[config.mk]
export PLATFORM = sky130hd
export DESIGN_NAME = hazard_controller
export DESIGN_NICKNAME = d
export VERILOG_FILES = /design/src/rtl/hazard_pkg.sv /design/src/rtl/fwd_sel.sv /design/src/rtl/hazard_controller.sv
export SDC_FILE = /design/constraint.sdc
export NUM_CORES = 1
export LEC_CHECK = 0
export BUFFER_PORTS_ARGS = -buffer_cell sky130_fd_sc_hd__buf_2
export CELL_PAD_IN_SITES_DETAIL_PLACEMENT = 0
export CELL_PAD_IN_SITES_GLOBAL_PLACEMENT = 1
export CORE_AREA = 2 2 47 58
export CTS_BUF_LIST = sky130_fd_sc_hd__clkbuf_8
export DETAILED_ROUTE_END_ITERATION = 6
export DIE_AREA = 0 0 49 60
export HOLD_SLACK_MARGIN = 0.08
export PLACE_DENSITY = 0.7
export RECOVER_POWER = 25
export SYNTH_ARGS = -nofsm -noshare
export SYNTH_HDL_FRONTEND = slang
export SYNTH_HIERARCHICAL = 1
export SYNTH_SLANG_ARGS = --single-unit
[constraint.sdc]
create_clock -name clk -period 1.77 [get_ports clk]
set_clock_uncertainty 0.1 [all_clocks]
set_input_delay 0.531 -clock clk [delete_from_list [all_inputs] [get_ports clk]]
set_output_delay 0.531 -clock clk [all_outputs]
set_load 0.05 [all_outputs]
[src/rtl/hazard_pkg.sv]
// Shared encodings for the pipeline hazard controller: bypass select values
// and the multiply sequencer states.
package hazard_pkg;

  localparam logic [1:0] FWD_RF = 2'b00;
  localparam logic [1:0] FWD_W  = 2'b01;
  localparam logic [1:0] FWD_M  = 2'b10;

  typedef enum logic {
    IDLE = 1'b0,
    BUSY = 1'b1
  } mul_state_t;

endpackage

[src/rtl/fwd_sel.sv]
// One bypass select: the Memory stage wins over Writeback, and the register
// file is used when neither later stage supplies the operand.
module fwd_sel
  import hazard_pkg::*;
(
  input  logic       match_m,
  input  logic       match_w,
  input  logic       en_m,
  input  logic       en_w,
  output logic [1:0] sel
);

  always_comb begin
    sel = FWD_RF;
    if (match_m && en_m)      sel = FWD_M;
    else if (match_w && en_w) sel = FWD_W;
  end

endmodule

[src/rtl/hazard_controller.sv]
// Hazard and sequencing controller for the five-stage ARM pipeline: bypass
// selects, load-use and multiply stalls, PC-write tracking and flushes.
module hazard_controller
  import hazard_pkg::*;
#(
  parameter int unsigned MUL_LAT = 1
) (
  input  logic       clk,
  input  logic       reset,
  input  logic       Match_1E_M,
  input  logic       Match_1E_W,
  input  logic       Match_2E_M,
  input  logic       Match_2E_W,
  input  logic       Match_3E_M,
  input  logic       Match_3E_W,
  input  logic       Match_1E_M_Index,
  input  logic       Match_1E_W_Index,
  input  logic       Match_2E_M_Index,
  input  logic       Match_2E_W_Index,
  input  logic       Match_3E_M_Index,
  input  logic       Match_3E_W_Index,
  input  logic       Match_12D_E,
  input  logic       RegWriteM,
  input  logic       RegWriteW,
  input  logic       WriteBackM,
  input  logic       WriteBackW,
  input  logic       MemtoRegE,
  input  logic       PCSrcD,
  input  logic       CondExE,
  input  logic       BranchTakenD,
  input  logic       MulOpE,
  output logic [1:0] ForwardAE,
  output logic [1:0] ForwardBE,
  output logic [1:0] ForwardCE,
  output logic [1:0] ForwardAEIndex,
  output logic [1:0] ForwardBEIndex,
  output logic [1:0] ForwardCEIndex,
  output logic       StallF,
  output logic       StallD,
  output logic       StallE,
  output logic       FlushD,
  output logic       FlushE,
  output logic       FlushM,
  output logic       PCSrcW
);

  localparam logic       MUL_MULTI = (MUL_LAT > 1);
  localparam logic [3:0] MUL_LAST  = 4'(MUL_LAT - 1);

  fwd_sel u_fwd_a  (.match_m(Match_1E_M),       .match_w(Match_1E_W),       .en_m(RegWriteM),  .en_w(RegWriteW),  .sel(ForwardAE));
  fwd_sel u_fwd_b  (.match_m(Match_2E_M),       .match_w(Match_2E_W),       .en_m(RegWriteM),  .en_w(RegWriteW),  .sel(ForwardBE));
  fwd_sel u_fwd_c  (.match_m(Match_3E_M),       .match_w(Match_3E_W),       .en_m(RegWriteM),  .en_w(RegWriteW),  .sel(ForwardCE));
  fwd_sel u_fwd_ai (.match_m(Match_1E_M_Index), .match_w(Match_1E_W_Index), .en_m(WriteBackM), .en_w(WriteBackW), .sel(ForwardAEIndex));
  fwd_sel u_fwd_bi (.match_m(Match_2E_M_Index), .match_w(Match_2E_W_Index), .en_m(WriteBackM), .en_w(WriteBackW), .sel(ForwardBEIndex));
  fwd_sel u_fwd_ci (.match_m(Match_3E_M_Index), .match_w(Match_3E_W_Index), .en_m(WriteBackM), .en_w(WriteBackW), .sel(ForwardCEIndex));

  mul_state_t state;
  logic [3:0] cnt;
  logic       pc_e, pc_m, pc_w;
  logic       ld_stall, mul_stall, pc_pending;

  always_comb begin
    ld_stall   = Match_12D_E & MemtoRegE;
    mul_stall  = ((state == IDLE) & MulOpE & MUL_MULTI) |
                 ((state == BUSY) & (cnt != MUL_LAST));
    pc_pending = PCSrcD | pc_e | pc_m;

    StallF = ld_stall | pc_pending | mul_stall;
    StallD = ld_stall | mul_stall;
    StallE = mul_stall;
    // A PC write reaching Writeback must always kill Decode, even while stalled.
    FlushD = (pc_pending | pc_w | BranchTakenD) & (~StallD | pc_w);
    FlushE = ld_stall & ~mul_stall;
    FlushM = mul_stall;
    PCSrcW = pc_w;
  end

  always_ff @(posedge clk) begin
    if (reset) begin
      state <= IDLE;
      cnt   <= '0;
      pc_e  <= 1'b0;
      pc_m  <= 1'b0;
      pc_w  <= 1'b0;
    end else begin
      pc_e <= FlushE ? 1'b0 : (StallE ? pc_e : PCSrcD);
      pc_m <= FlushM ? 1'b0 : (pc_e & CondExE);
      pc_w <= pc_m;
      case (state)
        IDLE: begin
          if (MulOpE && MUL_MULTI) begin
            state <= BUSY;
            cnt   <= 4'd1;
          end
        end
        BUSY: begin
          if (cnt == MUL_LAST) begin
            state <= IDLE;
            cnt   <= '0;
          end else begin
            cnt <= cnt + 4'd1;
          end
        end
        default: begin
          state <= IDLE;
          cnt   <= '0;
        end
      endcase
    end
  end

endmodule

## Yosys cells after proc, flatten, opt, wreduce, memory -nomap -nowiden

Cells that the tools add are included.

| cells by class | value |
|---|---|
| muxes and demuxes | 14 |
| reductions and logical operators | 17 |
| $mul | 0 |
| shifts and indexed selects | 0 |
| add/sub/neg operators | 1 |
| equal/unequal tests | 0 |
| bitwise operators | 16 |
| order comparisons | 0 |
| div/mod/pow operators | 0 |

Operators by type and width:

| kind | number |
|---|---|
| 1-bit logical AND | 12 |
| 2-bit 2-to-1 mux | 6 |
| 1-bit OR | 8 |
| 1-bit 2-to-1 mux | 7 |
| 2-bit OR reduction | 3 |
| 1-bit bitwise AND | 5 |
| 4-bit by 1-bit adder with 4-bit output, second input constant | 1 |
| 4-bit zero test | 1 |
| 4-bit 2-to-1 mux | 1 |
| 4-bit nonzero test | 1 |
| 1-bit inverter | 3 |

| word-level totals | value |
|---|---|
| memory bits (read-only) | 0 |
| register bits | 8 |
| memories | 0 |
| input port bits | 24 |
| latch bits | 0 |
| RAM bits | 0 |

## Longest topological paths before layout

Gate-level depths: netlist of the first run.

| depth | value |
|---|---|
| depth in word-level cells | 6 |
| depth in mapped cells | 6 |
| depth with buffers taken out | 6 |

## Hierarchy

The synthesis of the first run kept the hierarchy.

By module, submodules not included:

| module | instances | area each (um^2) | seq. area each (um^2) | cells each |
|---|---|---|---|---|
| hazard_controller | 1 | 392.9 | 160.2 | 45 |
| fwd_sel | 6 | 18.8 | 0.0 | 3 |

## Least setup slack after synthesis of the first run

OpenSTA, ideal clock, no wires.

| timing | value |
|---|---|
| path kind | register -> output |
| start | register cnt[0] |
| end | output FlushE |
| stages on the path, launching flop included | 7 |
| path slack | -657 ps |
| required time | 1139 ps |
| data arrival time | 1796 ps |
| path buffers | 0 |
| path through | dfxtp_1 > inv_1 > ha_1 > or3b_4 > nand2_4 > inv_4 > nor2_1 |

| on the way | value |
|---|---|
| cells in the longest elaborated chain, start to end | 4 |

Ends and longest elaborated chain:

| item | line | text |
|---|---|---|
| from (decl) | hazard_controller.sv:58 | `logic [3:0] cnt;` |
| from (signal assigned) | hazard_controller.sv:101 | `cnt <= cnt + 4'd1;` |
| 4-bit nonzero test | hazard_controller.sv:65 | `((state == BUSY) & (cnt != MUL_LAST));` |
| 1-bit bitwise AND | hazard_controller.sv:65 |  |
| net FlushM | hazard_controller.sv:43 | `output logic FlushM,` |
| 1-bit inverter | hazard_controller.sv:73 | `FlushE = ld_stall & ~mul_stall;` |
| 1-bit bitwise AND | hazard_controller.sv:73 |  |
| to (decl) | hazard_controller.sv:42 | `output logic FlushE,` |

The timed path passes the listed nets, and every way through them passes these cells.

## Worst setup path in the final report of the first run

| timing | value |
|---|---|
| start | register cnt[0] |
| end | output StallF |

| on the way | value |
|---|---|
| cells in the longest elaborated chain, start to end | 3 |

Ends and longest elaborated chain:

| item | line | text |
|---|---|---|
| 4-bit nonzero test | hazard_controller.sv:65 |  |
| 1-bit bitwise AND | hazard_controller.sv:65 |  |
| 1-bit OR | hazard_controller.sv:68 | `StallF = ld_stall \| pc_pending \| mul_stall;` |
| to (decl) | hazard_controller.sv:38 | `output logic StallF,` |

No other way between the ends.

==> metrics.cfg, run 1 <==
[logic_synthesis]
yosys-top-cells-area = dfxtp_1 (32%), and2_4 (10%), nand2_1 (8.2%), nor2_2 (7.4%), ha_1 (5.0%)
synth_commonest_cells = nand2_1 (11), dfxtp_1 (8), and2_4 (6), nor2_2 (6), nor2_1 (4)
dominantRegCellSynth = dfxtp_1
ys_ff_latch = 8
synth_area_um2 = 505
yosys.area.top_type_share = 0.317
synth.distinct_cells = 27
synth_edf_count = 0
syn_inst = 63
yosysWarnings = 6
async_reset_ff_frac = 0
yosysTopAreaCell = dfxtp_1
synth-seq-area-share = 0.317
syn_avg_cell_area_um2 = 8.02
synthesis.nets = 89
synth_most_common_cell = nand2_1

[timing]
rsz0062_at_grt = true
fin_crit_sh = 1.25
worst_slack_ns = -0.438
worst_slew_pin_slew_ns = 0.381
hold_violations = 0
fin_crit_ns = 2.21
max_freq_ghz = 0.453
finalSetupViolCount = 6
timing.setup.tns_ns = -2.31
report.final.slew_viol_count = 0
slew_headroom = 0.746

[worst_hold_path]
hold_depth = 1
worstHoldPathType = flop to flop

[grt]
grt_start_max_net_pins = 10
grt-ovfl-total = 0
antenna_found_initial = 0
track_usage = 0.110
grt_pass1_vias = 659
grt_pass1_wl_um = 2510

[cts]
htreeDepth = 1
cts_buffer_depth = 2
cts_tree = done
cts.sinks = 8
insertion_delay_ns = 0.23
cts_root_buf = clkbuf_8
numCtsBuffers = 3
cts_hold_buf = 0
cts.clk_slew.worst_paths_ns = 0.04

[flow_run]
drv_cap = 0

[route]
drc_errors = 0
wl_um = 1420
wl_per_cell_um = 9.48
drtIter0Drc = 1
first_pass_iters = 4
vias_per_cell = 4.11
num_vias = 616
postRouteAntennaNets = 0

[placement]
place.gp.congestion = 0.674
post-place-ws_ns = -0.382
io_buffer_count = 41
dpl_cell_area_um2 = 873
dpl.hpwl_um = 1120

[critical_path]
worstPathMaxFanout = 4
cp-end-kind = output port
worstRegToRegCells = 8
critPathKind = flop to output port
cp.arrival_ns = 1.58
critPathRequiredTime_ns = 1.14
crit_path_start_kind = flop

[power]
comb_power_share = 0.312
p_per_area_mw_per_mm2 = 585
p_clk_frac = 0.372
p_sw_mw = 0.187
internal_power_mw = 0.397
cellLeakagePower_nw = 0.499
p_seq_frac = 0.315
vdd_ir_drop_max_mv = 0.360
power_mw = 0.585
p_sw_frac = 0.320

[run_status]
status = finished, violations left
violations = setup timing

[layout]
fin_area_um2 = 1000
syn_to_final_growth_pct = 97.8
final.fill_count = 249
drive_above_1_share = 0.684
diodes = 0
num-nets-final = 145
final_core_util = 0.412

[floorplanning]
start_util = 0.208
row_count = 20
dieArea_mm2 = 0.00294
die_width_um = 49
core-area_mm2 = 0.00243
io-pin-count = 43
die_h_um = 60

-- placed cells by master, fill, tap and decap left out --
cell	synthesis	layout
o21ai_1	1	1
buf_2	1	28
a21oi_1	2	2
inv_1	3	1
nand3_1	2	1
mux2i_1	1	1
a31o_2	0	1
inv_8	0	1
ha_4	0	1
buf_6	0	5
buf_8	0	2
a211o_1	1	1
nand2b_1	2	2
inv_2	0	2
and2_4	6	6
clkbuf_8	0	3
ha_1	2	1
nand2_1	11	11
buf_4	1	12
nand4b_1	1	1
nand3_2	0	1
clkbuf_1	1	1
nand4_1	1	1
nor2b_1	1	1
nor3_2	1	1
or3b_4	1	1
dfxtp_1	8	6
clkbuf_4	0	6
nor3_1	1	1
nor2_1	4	3
dfxtp_2	0	2
xor2_1	1	1
nand2_4	1	1
nand3b_1	1	1
nor2_4	0	7
-- worst paths after layout --
check / start / endpoint / slack, ns
worst max-delay path: cnt[0] / StallF / -0.44
worst min-delay path: pc_m / PCSrcW / 0.38
worst max register to register: cnt[0] / pc_m / 0.15
worst min register to register: pc_m / PCSrcW / 0.38
-- what timing repair did --
item                                    CTS  global route
pin swaps                                 1             1
resized for setup                        15             6
endpoints found under the setup margin    6            12
setup buffers                             2             1
-- flip-flops by register name, summed over array words and instances, names as in the netlist --
| name | count |
|---|---|
| pc_e | 1 |
| PCSrcW | 1 |
| cnt | 4 |
| pc_m | 1 |
| state | 1 |
-- cell families after synthesis --
kind of cell,after synthesis,share of synthesized area
xor+xnor,1,0.0173
mux,1,0.0198
flops,8,0.317
simple gates,39,0.465
compound gates,5,0.0644
fa+ha+maj,2,0.0495
buf+inv,7,0.0668
-- routing by layer --
layer  wire [um]  track usage  vias to the layer above
met4          32       0.0612                        0
met3         185       0.0300                        3
met2         705        0.225                       45
li1            -            -                      311
met5           0            0                        -
met1         499       0.0976                      257
-- area by class of cell --
class                      instances  area [um2]  area share
inverter                           4        22.5      0.0225
timing repair buffer              54         365       0.365
multi-input combinational         48         367       0.367
tap                               33        41.3      0.0413
clock buffer                       3        41.3      0.0413
sequential                         8         163       0.163
-- per-stage QoR --
| step | cells | hold WS [ns] |
|---|---|---|
| floorplan | 63 | 0.339 |
| global placement | 144 | 0.372 |
| detailed placement | 144 | 0.381 |
| CTS | 149 | 0.385 |
| global route | 150 | 0.412 |
| finish | 150 | 0.378 |
-- critical path, stage by stage, from the launching register on --
cell,delay (ns)
dfxtp_2,0.31
inv_2,0.07
ha_4,0.13
or3b_4,0.39
nand2_4,0.12
buf_6,0.11
nand3_2,0.05
buf_6,0.16
-- power by group through the flow --
stage               clock network, mW  logic [mW]  registers, mW
floorplan                           0       0.119          0.188
global placement                    0       0.169          0.187
detailed placement                  0       0.171          0.187
CTS                             0.226       0.181          0.184
global route                    0.232       0.193          0.184
finish                          0.218       0.183          0.184
Note: power is estimated with default switching activity, not from simulation.
==> run 2: changes to the inputs <==
==> constraint.sdc (replaced) <==
create_clock -name clk -period 1.77 [get_ports clk]
set_clock_uncertainty 0.1 [all_clocks]
set_input_delay 0.177 -clock clk [delete_from_list [all_inputs] [get_ports clk]]
set_output_delay 0.177 -clock clk [all_outputs]
set_load 0.05 [all_outputs]
==> run 2 against run 1 <==
Net effect:
- the flow still finishes with violations (setup timing)
- critical path depth down 1
- first-iteration DRC count rose to 7.0 times the previous value
- via count shrank 0.81%
- die area is the same
- register-to-register slack lost 0.20 ns
- critical path type unchanged
- critical endpoint is now FlushD
- largest power group unchanged
==> metrics.cfg, run 2 (synthesis gave the netlist of run 1 again) <==
[route]
wl_per_cell_um = 10.0  ; +5.7%
wl_um = 1500  ; +5.7%
vias_per_cell = 4.07  ; -0.81%
first_pass_iters = 2  ; -2
postRouteAntennaNets = 0  ; unchanged
drc_errors = 0  ; unchanged
drtIter0Drc = 7  ; +6
num_vias = 611  ; -0.81%

[timing]
timing.setup.tns_ns = -0.223  ; +2.08 ns
fin_crit_sh = 1.04  ; -0.203
hold_violations = 0  ; unchanged
worst_slack_ns = -0.0782  ; +0.360 ns
fin_crit_ns = 1.85  ; -0.360 ns
finalSetupViolCount = 5  ; -1
worst_slew_pin_slew_ns = 0.596  ; +0.215 ns
report.final.slew_viol_count = 0  ; unchanged
slew_headroom = 0.604  ; -0.142
rsz0062_at_grt = true
max_freq_ghz = 0.541  ; +19%

[placement]
dpl.cell_count = 136  ; -5.6%
post-place-ws_ns = 0.0423  ; +0.424 ns
place.gp.congestion = 0.696  ; +3.3%
dpl.hpwl_um = 999  ; -11%
io_buffer_count = 41  ; unchanged

[worst_hold_path]
worstHoldPathType = primary input to flop
hold_depth = 3  ; +2

[floorplanning]
dieArea_mm2 = 0.00294  ; unchanged
io-pin-count = 43  ; unchanged
row_count = 20  ; unchanged
start_util = 0.208  ; unchanged
core-area_mm2 = 0.00243  ; unchanged
die_width_um = 49  ; unchanged
die_h_um = 60  ; unchanged

[critical_path]
ff2ff_setup_slack_ns = -0.05  ; -0.20 ns
critPathRequiredTime_ns = 1.49  ; +0.35 ns
max_stage_delay_ns = 0.40  ; about the same
worstRegToRegCells = 12  ; +4
crit_chain = inv_2, ha_4, or3b_4, nand2_4, a31o_1, buf_6
crit_start = cnt[0]
endpoint = FlushD
critPathKind = flop to output port
cp.arrival_ns = 1.57  ; about the same
crit_path_start_kind = flop
worstPathMaxFanout = 5  ; +1
cp-end-kind = output port
r2r_end = cnt[0]
r2r_start = cnt[0]
slowest_stage = or3b_4

[grt]
track_usage = 0.109  ; -0.00101
grt-ovfl-total = 0  ; unchanged
grt_pass1_wl_um = 2530  ; +0.84%
grt_pass1_vias = 630  ; -4.4%
antenna_found_initial = 0  ; unchanged
grt_start_max_net_pins = 10  ; unchanged

[cts]
htreeDepth = 1  ; unchanged
insertion_delay_ns = 0.22  ; about the same
cts_root_buf = clkbuf_8
cts_tree = done
cts.sinks = 8  ; unchanged
cts_hold_buf = 0  ; unchanged
cts_buffer_depth = 2  ; unchanged
numCtsBuffers = 3  ; unchanged
cts.clk_slew.worst_paths_ns = 0.04  ; about the same

[layout]
num-nets-final = 145  ; unchanged
diodes = 0  ; unchanged
top_register = cnt
largest_reg_flops = 4  ; unchanged
drive_above_1_share = 0.641  ; -0.0427
fin_cells = 150  ; unchanged
layout_commonest_cell = buf_2
final_cell_mix = buf_2 (31), buf_4 (14), nand2_1 (11), dfxtp_1 (7)
final_core_util = 0.382  ; -0.0294
syn_to_final_growth_pct = 83.7

[power]
cellLeakagePower_nw = 0.469  ; -6.0%
p_per_area_mw_per_mm2 = 608  ; +4.0%
power_mw = 0.565  ; -3.4%
vdd_ir_drop_max_mv = 0.427  ; +18%

[flow_run]
drv_cap = 0  ; unchanged

[run_status]
violations = setup timing
status = finished, violations left

run 2: area by class of cell:
| cell class | count | area, um2 |
|---|---|---|
| Fill cell | 247 | 1500 |
| Timing Repair Buffer | 54 | 332 |
| Sequential cell | 8 | 161 |
| Clock buffer | 3 | 41.3 |
| Inverter | 4 | 17.5 |
| Tap cell | 33 | 41.3 |
| Multi-Input combinational cell | 48 | 335 |
run 2: report_power, final:
part / total, mW / switching, mW / internal, mW
Combinational: 0.165 / 0.109 / 0.0559
Sequential: 0.184 / 0.00122 / 0.183
Clock: 0.215 / 0.0680 / 0.147
run 2: how the worst min path moves through the flow:
stage | start | endpoint | slack [ns]
after floorplan | CondExE | pc_m | 0.22
after global placement | CondExE | pc_m | 0.32
after detailed placement | CondExE | pc_m | 0.32
after CTS | CondExE | pc_m | 0.09
after global routing | CondExE | pc_m | 0.11
final | CondExE | pc_m | 0.09
run 2: metrics by stage:
step	hold slack [ns]	area, um2
after global placement	0.322	758
after global routing	0.110	928
final	0.0914	928
after CTS	0.0892	922
after floorplan	0.216	513
after detailed placement	0.324	758
run 2: worst max-delay path: cells and delay by family, from the launching register on:
family | cells | cell delay [ns]
AND/OR/NAND/NOR | 2 | 0.52
flip-flops | 1 | 0.32
buffers and inverters | 2 | 0.23
AO/OA/AOI/OAI | 1 | 0.16
adder cells (fa/ha/maj) | 1 | 0.12
run 2: timing repair:
item,CTS,global route
cloned,0,0
gates resized for setup,14,3
buffers inserted,11,0
pin swaps,3,1
setup endpoints to repair,6,7
run 2: layer usage:
metal	up-vias	global-route usage	wire, um
li1	315	-	-
met3	4	0.0150	147
met5	-	0	0
met2	38	0.229	780
met1	254	0.0992	538
met4	0	0.0653	37
